### src/rtl/fifo_pkg.sv
// Shared types and helpers for the single-clock flexible FIFO.
// Read-mode encoding plus the non-power-of-two pointer wrap rule.
package fifo_pkg;

  typedef enum logic {
    SHOW_AHEAD = 1'b0,
    REGISTERED = 1'b1
  } fifo_rd_mode_t;

  function automatic int unsigned next_ptr_wrap(
    input int unsigned ptr,
    input int unsigned depth
  );
    return (ptr == depth - 1) ? 0 : ptr + 1;
  endfunction

endpackage

### src/rtl/fifo_ptr_wrap.sv
// Wrapping pointer for an arbitrary-depth FIFO.
// Counts 0..DEPTH-1 and returns to 0, with a synchronous clear.
module fifo_ptr_wrap
  import fifo_pkg::*;
#(
  parameter int DEPTH = 10,
  parameter int AW    = $clog2(DEPTH)
) (
  input  logic          i_clk,
  input  logic          i_rst_n,
  input  logic          i_clear,
  input  logic          i_enable,
  output logic [AW-1:0] o_ptr
);

  logic [AW-1:0] r_ptr;
  logic [AW-1:0] w_next;

  // Explicit compare against DEPTH-1 so odd depths wrap correctly
  always_comb begin
    w_next = AW'(next_ptr_wrap(32'(r_ptr), DEPTH));
  end

  // Pointer register: clear dominates advance
  always_ff @(posedge i_clk or negedge i_rst_n) begin
    if (!i_rst_n) begin
      r_ptr <= '0;
    end else if (i_clear) begin
      r_ptr <= '0;
    end else if (i_enable) begin
      r_ptr <= w_next;
    end
  end

  assign o_ptr = r_ptr;

endmodule

### src/rtl/fifo_sync_flex.sv
// Single-clock FIFO with any depth, selectable read mode,
// occupancy count, synchronous flush and sticky error flags.
module fifo_sync_flex
  import fifo_pkg::*;
#(
  parameter int    DATA_WIDTH       = 8,
  parameter int    DEPTH            = 10,
  parameter int    ALMOST_WR_MARGIN = 1,
  parameter int    ALMOST_RD_MARGIN = 1,
  parameter int    RD_MODE          = 0,
  parameter string INSTANCE_NAME    = "DEADF1F0",
  parameter int    CW               = $clog2(DEPTH + 1)
) (
  input  logic                  i_clk,
  input  logic                  i_rst_n,
  input  logic                  i_flush,
  input  logic                  i_write,
  input  logic [DATA_WIDTH-1:0] i_wr_data,
  output logic                  o_wr_full,
  output logic                  o_wr_almost_full,
  input  logic                  i_read,
  output logic [DATA_WIDTH-1:0] o_rd_data,
  output logic                  o_rd_empty,
  output logic                  o_rd_almost_empty,
  output logic [CW-1:0]         o_count,
  output logic                  o_overflow,
  output logic                  o_underflow
);

  localparam int AW = $clog2(DEPTH);
  localparam fifo_rd_mode_t MODE =
    (RD_MODE == 1) ? REGISTERED : SHOW_AHEAD;

  if (DEPTH < 2) begin : g_bad_depth
    $error("fifo_sync_flex: DEPTH must be >= 2");
  end
  if (ALMOST_WR_MARGIN >= DEPTH) begin : g_bad_wr_margin
    $error("fifo_sync_flex: ALMOST_WR_MARGIN must be < DEPTH");
  end
  if (ALMOST_RD_MARGIN >= DEPTH) begin : g_bad_rd_margin
    $error("fifo_sync_flex: ALMOST_RD_MARGIN must be < DEPTH");
  end

  logic [DATA_WIDTH-1:0] r_mem [DEPTH];
  logic [AW-1:0]         w_wr_ptr;
  logic [AW-1:0]         w_rd_ptr;
  logic [CW-1:0]         r_count;
  logic [CW-1:0]         w_count_nxt;
  logic                  r_full;
  logic                  r_afull;
  logic                  r_empty;
  logic                  r_aempty;
  logic                  r_ovf;
  logic                  r_udf;
  logic                  w_wr_acc;
  logic                  w_rd_acc;

  assign w_wr_acc = i_write & ~r_full  & ~i_flush;
  assign w_rd_acc = i_read  & ~r_empty & ~i_flush;

  fifo_ptr_wrap #(
    .DEPTH    (DEPTH),
    .AW       (AW)
  ) u_wr_ptr (
    .i_clk    (i_clk),
    .i_rst_n  (i_rst_n),
    .i_clear  (i_flush),
    .i_enable (w_wr_acc),
    .o_ptr    (w_wr_ptr)
  );

  fifo_ptr_wrap #(
    .DEPTH    (DEPTH),
    .AW       (AW)
  ) u_rd_ptr (
    .i_clk    (i_clk),
    .i_rst_n  (i_rst_n),
    .i_clear  (i_flush),
    .i_enable (w_rd_acc),
    .o_ptr    (w_rd_ptr)
  );

  // Next occupancy; a simultaneous read and write cancel out
  always_comb begin
    w_count_nxt = r_count;
    if (i_flush) begin
      w_count_nxt = '0;
    end else begin
      unique case ({w_wr_acc, w_rd_acc})
        2'b10:   w_count_nxt = r_count + CW'(1);
        2'b01:   w_count_nxt = r_count - CW'(1);
        default: w_count_nxt = r_count;
      endcase
    end
  end

  // Count and status flags, all derived from the next count
  always_ff @(posedge i_clk or negedge i_rst_n) begin
    if (!i_rst_n) begin
      r_count  <= '0;
      r_full   <= 1'b0;
      r_afull  <= 1'b0;
      r_empty  <= 1'b1;
      r_aempty <= 1'b1;
    end else begin
      r_count  <= w_count_nxt;
      r_full   <= (w_count_nxt == CW'(DEPTH));
      r_afull  <= (w_count_nxt >= CW'(DEPTH - ALMOST_WR_MARGIN));
      r_empty  <= (w_count_nxt == '0);
      r_aempty <= (w_count_nxt <= CW'(ALMOST_RD_MARGIN));
    end
  end

  // Sticky error flags; only reset or flush clear them
  always_ff @(posedge i_clk or negedge i_rst_n) begin
    if (!i_rst_n) begin
      r_ovf <= 1'b0;
      r_udf <= 1'b0;
    end else if (i_flush) begin
      r_ovf <= 1'b0;
      r_udf <= 1'b0;
    end else begin
      if (i_write && r_full) begin
        r_ovf <= 1'b1;
      end
      if (i_read && r_empty) begin
        r_udf <= 1'b1;
      end
    end
  end

  // Storage array is deliberately left unreset
  always_ff @(posedge i_clk) begin
    if (w_wr_acc) begin
      r_mem[w_wr_ptr] <= i_wr_data;
    end
  end

  if (MODE == REGISTERED) begin : g_rd_reg
    logic [DATA_WIDTH-1:0] r_rd_data;

    // Capture the head word on each accepted read, else hold
    always_ff @(posedge i_clk or negedge i_rst_n) begin
      if (!i_rst_n) begin
        r_rd_data <= '0;
      end else if (w_rd_acc) begin
        r_rd_data <= r_mem[w_rd_ptr];
      end
    end

    assign o_rd_data = r_rd_data;
  end else begin : g_rd_show
    assign o_rd_data = r_mem[w_rd_ptr];
  end

`ifndef SYNTHESIS
  // Flag dropped requests with the instance tag in simulation
  always_ff @(posedge i_clk) begin
    if (i_rst_n && !i_flush && i_write && r_full) begin
      $display("%s: write attempted while full, dropped",
               INSTANCE_NAME);
    end
    if (i_rst_n && !i_flush && i_read && r_empty) begin
      $display("%s: read attempted while empty, ignored",
               INSTANCE_NAME);
    end
  end
`endif

  assign o_wr_full         = r_full;
  assign o_wr_almost_full  = r_afull;
  assign o_rd_empty        = r_empty;
  assign o_rd_almost_empty = r_aempty;
  assign o_count           = r_count;
  assign o_overflow        = r_ovf;
  assign o_underflow       = r_udf;

endmodule
### config.mk
export PLATFORM = sky130hd
export DESIGN_NAME = fifo_sync_flex
export DESIGN_NICKNAME = d
export VERILOG_FILES = /design/src/rtl/fifo_pkg.sv /design/src/rtl/fifo_ptr_wrap.sv /design/src/rtl/fifo_sync_flex.sv
export SDC_FILE = /design/constraint.sdc
export NUM_CORES = 1
export LEC_CHECK = 0
export BUFFER_PORTS_ARGS = -buffer_cell sky130_fd_sc_hd__buf_2
export CORE_MARGIN = 2
export CORE_UTILIZATION = 64
export DETAILED_ROUTE_END_ITERATION = 10
export GPL_TIMING_DRIVEN = 0
export PLACE_DENSITY = 0.92
export SETUP_SLACK_MARGIN = 0.4
export SYNTH_ARGS = -nofsm -noshare
export SYNTH_HDL_FRONTEND = slang
export SYNTH_SLANG_ARGS = --single-unit
### constraint.sdc
create_clock -name i_clk -period 3.6 [get_ports i_clk]
set_input_delay 0.18 -clock i_clk [delete_from_list [all_inputs] [get_ports i_clk]]
set_output_delay 0.18 -clock i_clk [all_outputs]
set_load 0.01 [all_outputs]
**Word level (Yosys, flattened, before mapping)**

Memory sizes are Yosys's and may differ from the RTL's.
Cells that the tools add are included.

- Reductions and logical operators: 7
- Bitwise logic cells: 7
- Mux-type cells: 14
- $add $sub $neg: 4
- Order comparisons: 2
- Eq/ne operators: 5

Operators with widths:

| operator | count |
|---|---|
| $mux W4 | 7 |
| $add A4 B1 Y4 const B | 3 |
| $eq A4 B4 Y1 const B | 3 |
| $pmux W4 S2 | 1 |
| $reduce_bool A2 Y1 | 4 |
| $mux W1 | 6 |
| $and A1 B1 Y1 | 4 |
| $ge A4 B4 Y1 const B | 1 |
| $le A4 B1 Y1 const B | 1 |
| $logic_not A4 Y1 | 1 |
| $sub A4 B1 Y4 const B | 1 |
| $not A1 Y1 | 3 |
| $eq A2 B1 Y1 const B | 1 |
| $eq A2 B2 Y1 const B | 1 |
| $logic_and A1 B1 Y1 | 2 |

- Memories kept: 1
- Memory bits (writable): 80
- Word-level logic and storage cells: 49
- Output and inout port bits: 18
- Flip-flop bits (word level): 18

Memory list:

| memory | words | bits a word | read ports | clocked after Yosys merged registers in | write ports | line | text |
|---|---|---|---|---|---|---|---|
| r_mem | 10 | 8 | 1 | 0 | 1 | fifo_sync_flex.sv:44 | `logic [DATA_WIDTH-1:0] r_mem [DEPTH];` |

**Longest topological paths before layout**

- Depth after elaboration: 7
- Gate-level depth with buffers: 11
- Gate-level depth less buffers: 10

**Hierarchy**

Synthesis repeated with hierarchy kept, for this count alone.

- Cells, all modules: 254
- Area, all modules: 4154.0 µm²

Modules (own cells, without submodules):

| module | sequential area each (µm²) | times used | cells each | area each (µm²) |
|---|---|---|---|---|
| fifo_sync_flex | 2655.0 | 1 | 206 | 3678.5 |
| fifo_ptr_wrap | 100.1 | 2 | 24 | 237.7 |

**Worst setup path before layout**

OpenSTA, ideal clock, no wires.

- Kind: register -> register
- From: reg r_full, in the netlist o_wr_full
- To: reg r_full, in the netlist o_wr_full
- Setup slack: 1.278 ns
- Setup time: 0.068 ns
- Arrival time: 2.254 ns
- Period minus slack after synthesis: 2.322 ns
- Stages on the path, launching flop included: 12
- Path buffers: 1
- Path through: dfrtp_1 nor2b_1 clkbuf_1 nand2b_1 ha_1 xor2_1 ha_1 a21oi_1 xor2_1 nor2_1 xnor2_1 and4bb_1

- Longest elaborated chain between the ends: 7

RTL lines:

| what | line | text |
|---|---|---|
| from (decl) | fifo_sync_flex.sv:49 | `logic r_full;` |
| from (signal assigned) | fifo_sync_flex.sv:107 | `r_full <= (w_count_nxt == CW'(DEPTH));` |
| $not A1 Y1 (*) | fifo_sync_flex.sv:58 | `assign w_wr_acc = i_write & ~r_full & ~i_flush;` |
| $and A1 B1 Y1 (*) (2 in series) | fifo_sync_flex.sv:58 |  |
| $eq A2 B1 Y1 / $eq A2 B2 Y1 (equally long branches) | fifo_sync_flex.sv:89 | `unique case ({w_wr_acc, w_rd_acc})` |
| $pmux W4 S2 (*) | fifo_sync_flex.sv:89 |  |
| $mux W4 (*) | fifo_sync_flex.sv:86 | `if (i_flush) begin` |
| $eq A4 B4 Y1 (*) | fifo_sync_flex.sv:107 |  |

Mark *: on every way between the ends. The rest lies on a longest branch, timed or not.
A chain may end at the register's enable or synchronous reset.

**Worst setup path after layout**

Ends and elaborated chain as after synthesis.

==> out/qor.csv <==
metric,value,unit
netlist_instances,264,
dpl.hpwl,5524,microns
antenna_found_initial,0,
dpl-instance-area,0.004329,sq mm
mostFrequentLayoutCells,"edfxtp_1 (80), buf_2 (30), o21ai_1 (18), nor2_1 (18)",
hold_viol_final,0,
via_per_inst,6.296,
rsz0062_at_grt,no,
r2r_setup_slack,960,ps
clockBufferDepth,2,
maxSlewViolCount,0,
grt_use_met3,4.748,%
io_pins,31,
leakagePower,1.576,nW
wl_per_cell,20.73,microns
drt_iter0_drc,246,
placed_cells,372,
clockRootBuffer,clkbuf_8,
dieHeight,83.65,microns
fin_crit_sh,73.35,%
port_buffers,29,
maxSlewHeadroom,10.93,%
drive_gt1_share,22.44,%
first_global_vias,2382,
dieArea,0.006997,sq mm
cts_max_level,3,
ant_nets,0,
grtUsageMet2,40.07,%
insertedDiodeCount,0,
nNetsFinal,325,
drc,0,
hold_depth,3,
hp-class,in -> reg,
ys_warn_count,0,
fin_cells,389,
start_util,65.06,%
critPathMaxFanout,7,
syn_nets,282,
grt.busiest_layer,met2,
max_cap_violations,0,
gp_congestion,0.7947,
r2r_cells,11,
path_class,reg -> reg,
num_vias,2449,
yosysSeqAreaShare,70.32,%
final_common_cell,edfxtp_1,
critical_path_arrival,2940,ps
rows,29,
status,"finished, final reports clean",
end_kind,register,
startpoint_type,register,
overflow,0,
fillCellCount,376,
cts_sinks,98,
grt_max_degree,19,
die_x,83.65,microns
power.density,474.1,mW/mm^2
finalWorstPathRequiredPeriod,2641,ps
syn_area_per_cell,15.38,sq um
use_met1,32.64,%
max_freq,378.7,MHz
grt_pass1_wl,12780,microns
setup_viol,0,
final_area,0.004536,sq mm
cts_tree,built,
finalWirelength,8064,microns
track_usage,24.61,%
required,3900,ps
vdd_drop_max,296.7,uV
dr.pass1.iters,5,
synth-seq-cells,98,
setup_tns,0,ps
syn2layout_area_growth,11.71,%
core_area,0.006241,sq mm
ctsResizeCount,0,
synth_cell_type_count,34,
clk_latency,360,ps
worst_slew_pin_slew,1326,ps
numCtsBuffers,9,
path_clk_slew,90,ps
netlist_area,0.004060,sq mm
finalClockSkew,11.13,ps
-- flip-flops by register name, indices dropped and copies added, names as in the netlist --
name / count
o_wr_full: 1
o_count: 4
o_wr_almost_full: 1
u_wr_ptr.o_ptr: 4
o_overflow: 1
o_rd_empty: 1
u_rd_ptr.o_ptr: 4
o_rd_almost_empty: 1
r_mem: 80
o_underflow: 1
-- worst max-delay path: stages, from the launching register on --
cell and delay (ps):
dfrtp_1 410, nor2b_1 110, clkbuf_1 290, nand2b_1 130
ha_1 260, xor2_1 180, ha_1 190, a21oi_1 170
xor2_1 160, nor2_1 60, xnor2_1 360, and4bb_1 260
-- cells in the mapped netlist --
library cell | number | share of area [%]
clkbuf_1 | 8 | 0.74
and4bb_1 | 1 | 0.31
o21ai_0 | 6 | 0.74
buf_4 | 1 | 0.18
dfrtp_1 | 16 | 9.9
and2_1 | 1 | 0.15
nand3_1 | 4 | 0.49
nor3b_1 | 2 | 0.37
a21o_1 | 1 | 0.18
buf_2 | 1 | 0.12
mux2i_1 | 16 | 3.9
nand3b_1 | 3 | 0.55
dfstp_2 | 2 | 1.3
nand2_1 | 15 | 1.4
nand2b_1 | 5 | 0.77
nor2b_1 | 4 | 0.62
mux2_2 | 7 | 1.9
inv_1 | 3 | 0.28
a22oi_1 | 7 | 1.3
a31o_1 | 2 | 0.43
ha_1 | 5 | 1.5
a21oi_1 | 7 | 0.86
mux4_2 | 9 | 5.0
buf_6 | 2 | 0.55
nor4_1 | 2 | 0.31
nor3_1 | 4 | 0.49
buf_1 | 3 | 0.28
o21ai_1 | 18 | 2.2
nor2_1 | 18 | 1.7
edfxtp_1 | 80 | 59
a211oi_1 | 2 | 0.37
a31oi_1 | 1 | 0.15
xnor2_1 | 3 | 0.65
xor2_1 | 5 | 1.1
-- routing by layer --
metal	part of all wire [%]	vias to the layer above
met5	0	-
met4	2.8	0
met3	6.4	24
met2	51	124
met1	40	1221
li1	-	1080
-- power by group --
part | switching, mW | internal (mW)
sequential | 0.0143 | 1.25
clock | 0.373 | 0.317
combinational | 0.114 | 0.0818
total | 0.501 | 1.65
-- worst paths after layout --
| path | startpoint | end |
|---|---|---|
| worst max-delay path | o_wr_full$_DFF_PN0_ | o_wr_full$_DFF_PN0_ |
| worst min-delay path | i_write | o_overflow$_DFFE_PN0P_ |
| worst max register to register | o_wr_full$_DFF_PN0_ | o_wr_full$_DFF_PN0_ |
| worst min register to register | o_underflow$_DFFE_PN0P_ | o_underflow$_DFFE_PN0P_ |
| max in group asynchronous | i_rst_n | o_rd_empty$_DFF_PN1_ |
| min in group asynchronous | i_rst_n | o_count[3]$_DFF_PN0_ |
-- kinds of logic after synthesis --
logic type	synth area share, %
and+or+nand+nor	7.118
DFF	70.32
buffers and inverters	2.157
adders and majority gates	1.541
xor gates and xnor gates	1.726
AOI/OAI and AO/OA	6.256
muxes	10.88
-- final cells by class --
| cell class | count | area, sq um | share of cell area (%) |
|---|---|---|---|
| buffer | 15 | 76.32 | 1.683 |
| clock buffer | 12 | 166.4 | 3.669 |
| clock inverter | 4 | 30.03 | 0.6621 |
| inverter | 3 | 11.26 | 0.2483 |
| multi-input combinational | 148 | 1130 | 24.91 |
| sequential | 98 | 2855 | 62.95 |
| tap | 77 | 96.34 | 2.124 |
| timing repair buffer | 32 | 170.2 | 3.752 |
-- repair_timing --
action / in CTS / in global routing
setup buffers: 0 / 0
hold buffers: 1 / 0
setup endpoints to repair: 0 / 0
hold endpoints to repair: 16 / 0
-- stage by stage --
| step | power, mW | hold slack [ps] | util, % | setup WS [ps] |
|---|---|---|---|---|
| 6_report | 2.150 | 79.85 | 72.67 | 959.5 |
| 5_1_grt | 2.211 | 79.66 | 72.67 | 709.8 |
| 4_1_cts | 2.153 | 68.58 | 72.67 | 940.8 |
| 3_5_place_dp | 1.483 | 127.8 | 69.37 | 978.6 |
| 3_3_place_gp | 1.470 | 126.3 | 68.93 | 924.1 |
| 2_1_floorplan | 1.411 | -115.6 | - | 1278 |
No activity file was read; power rests on OpenSTA's default activity.
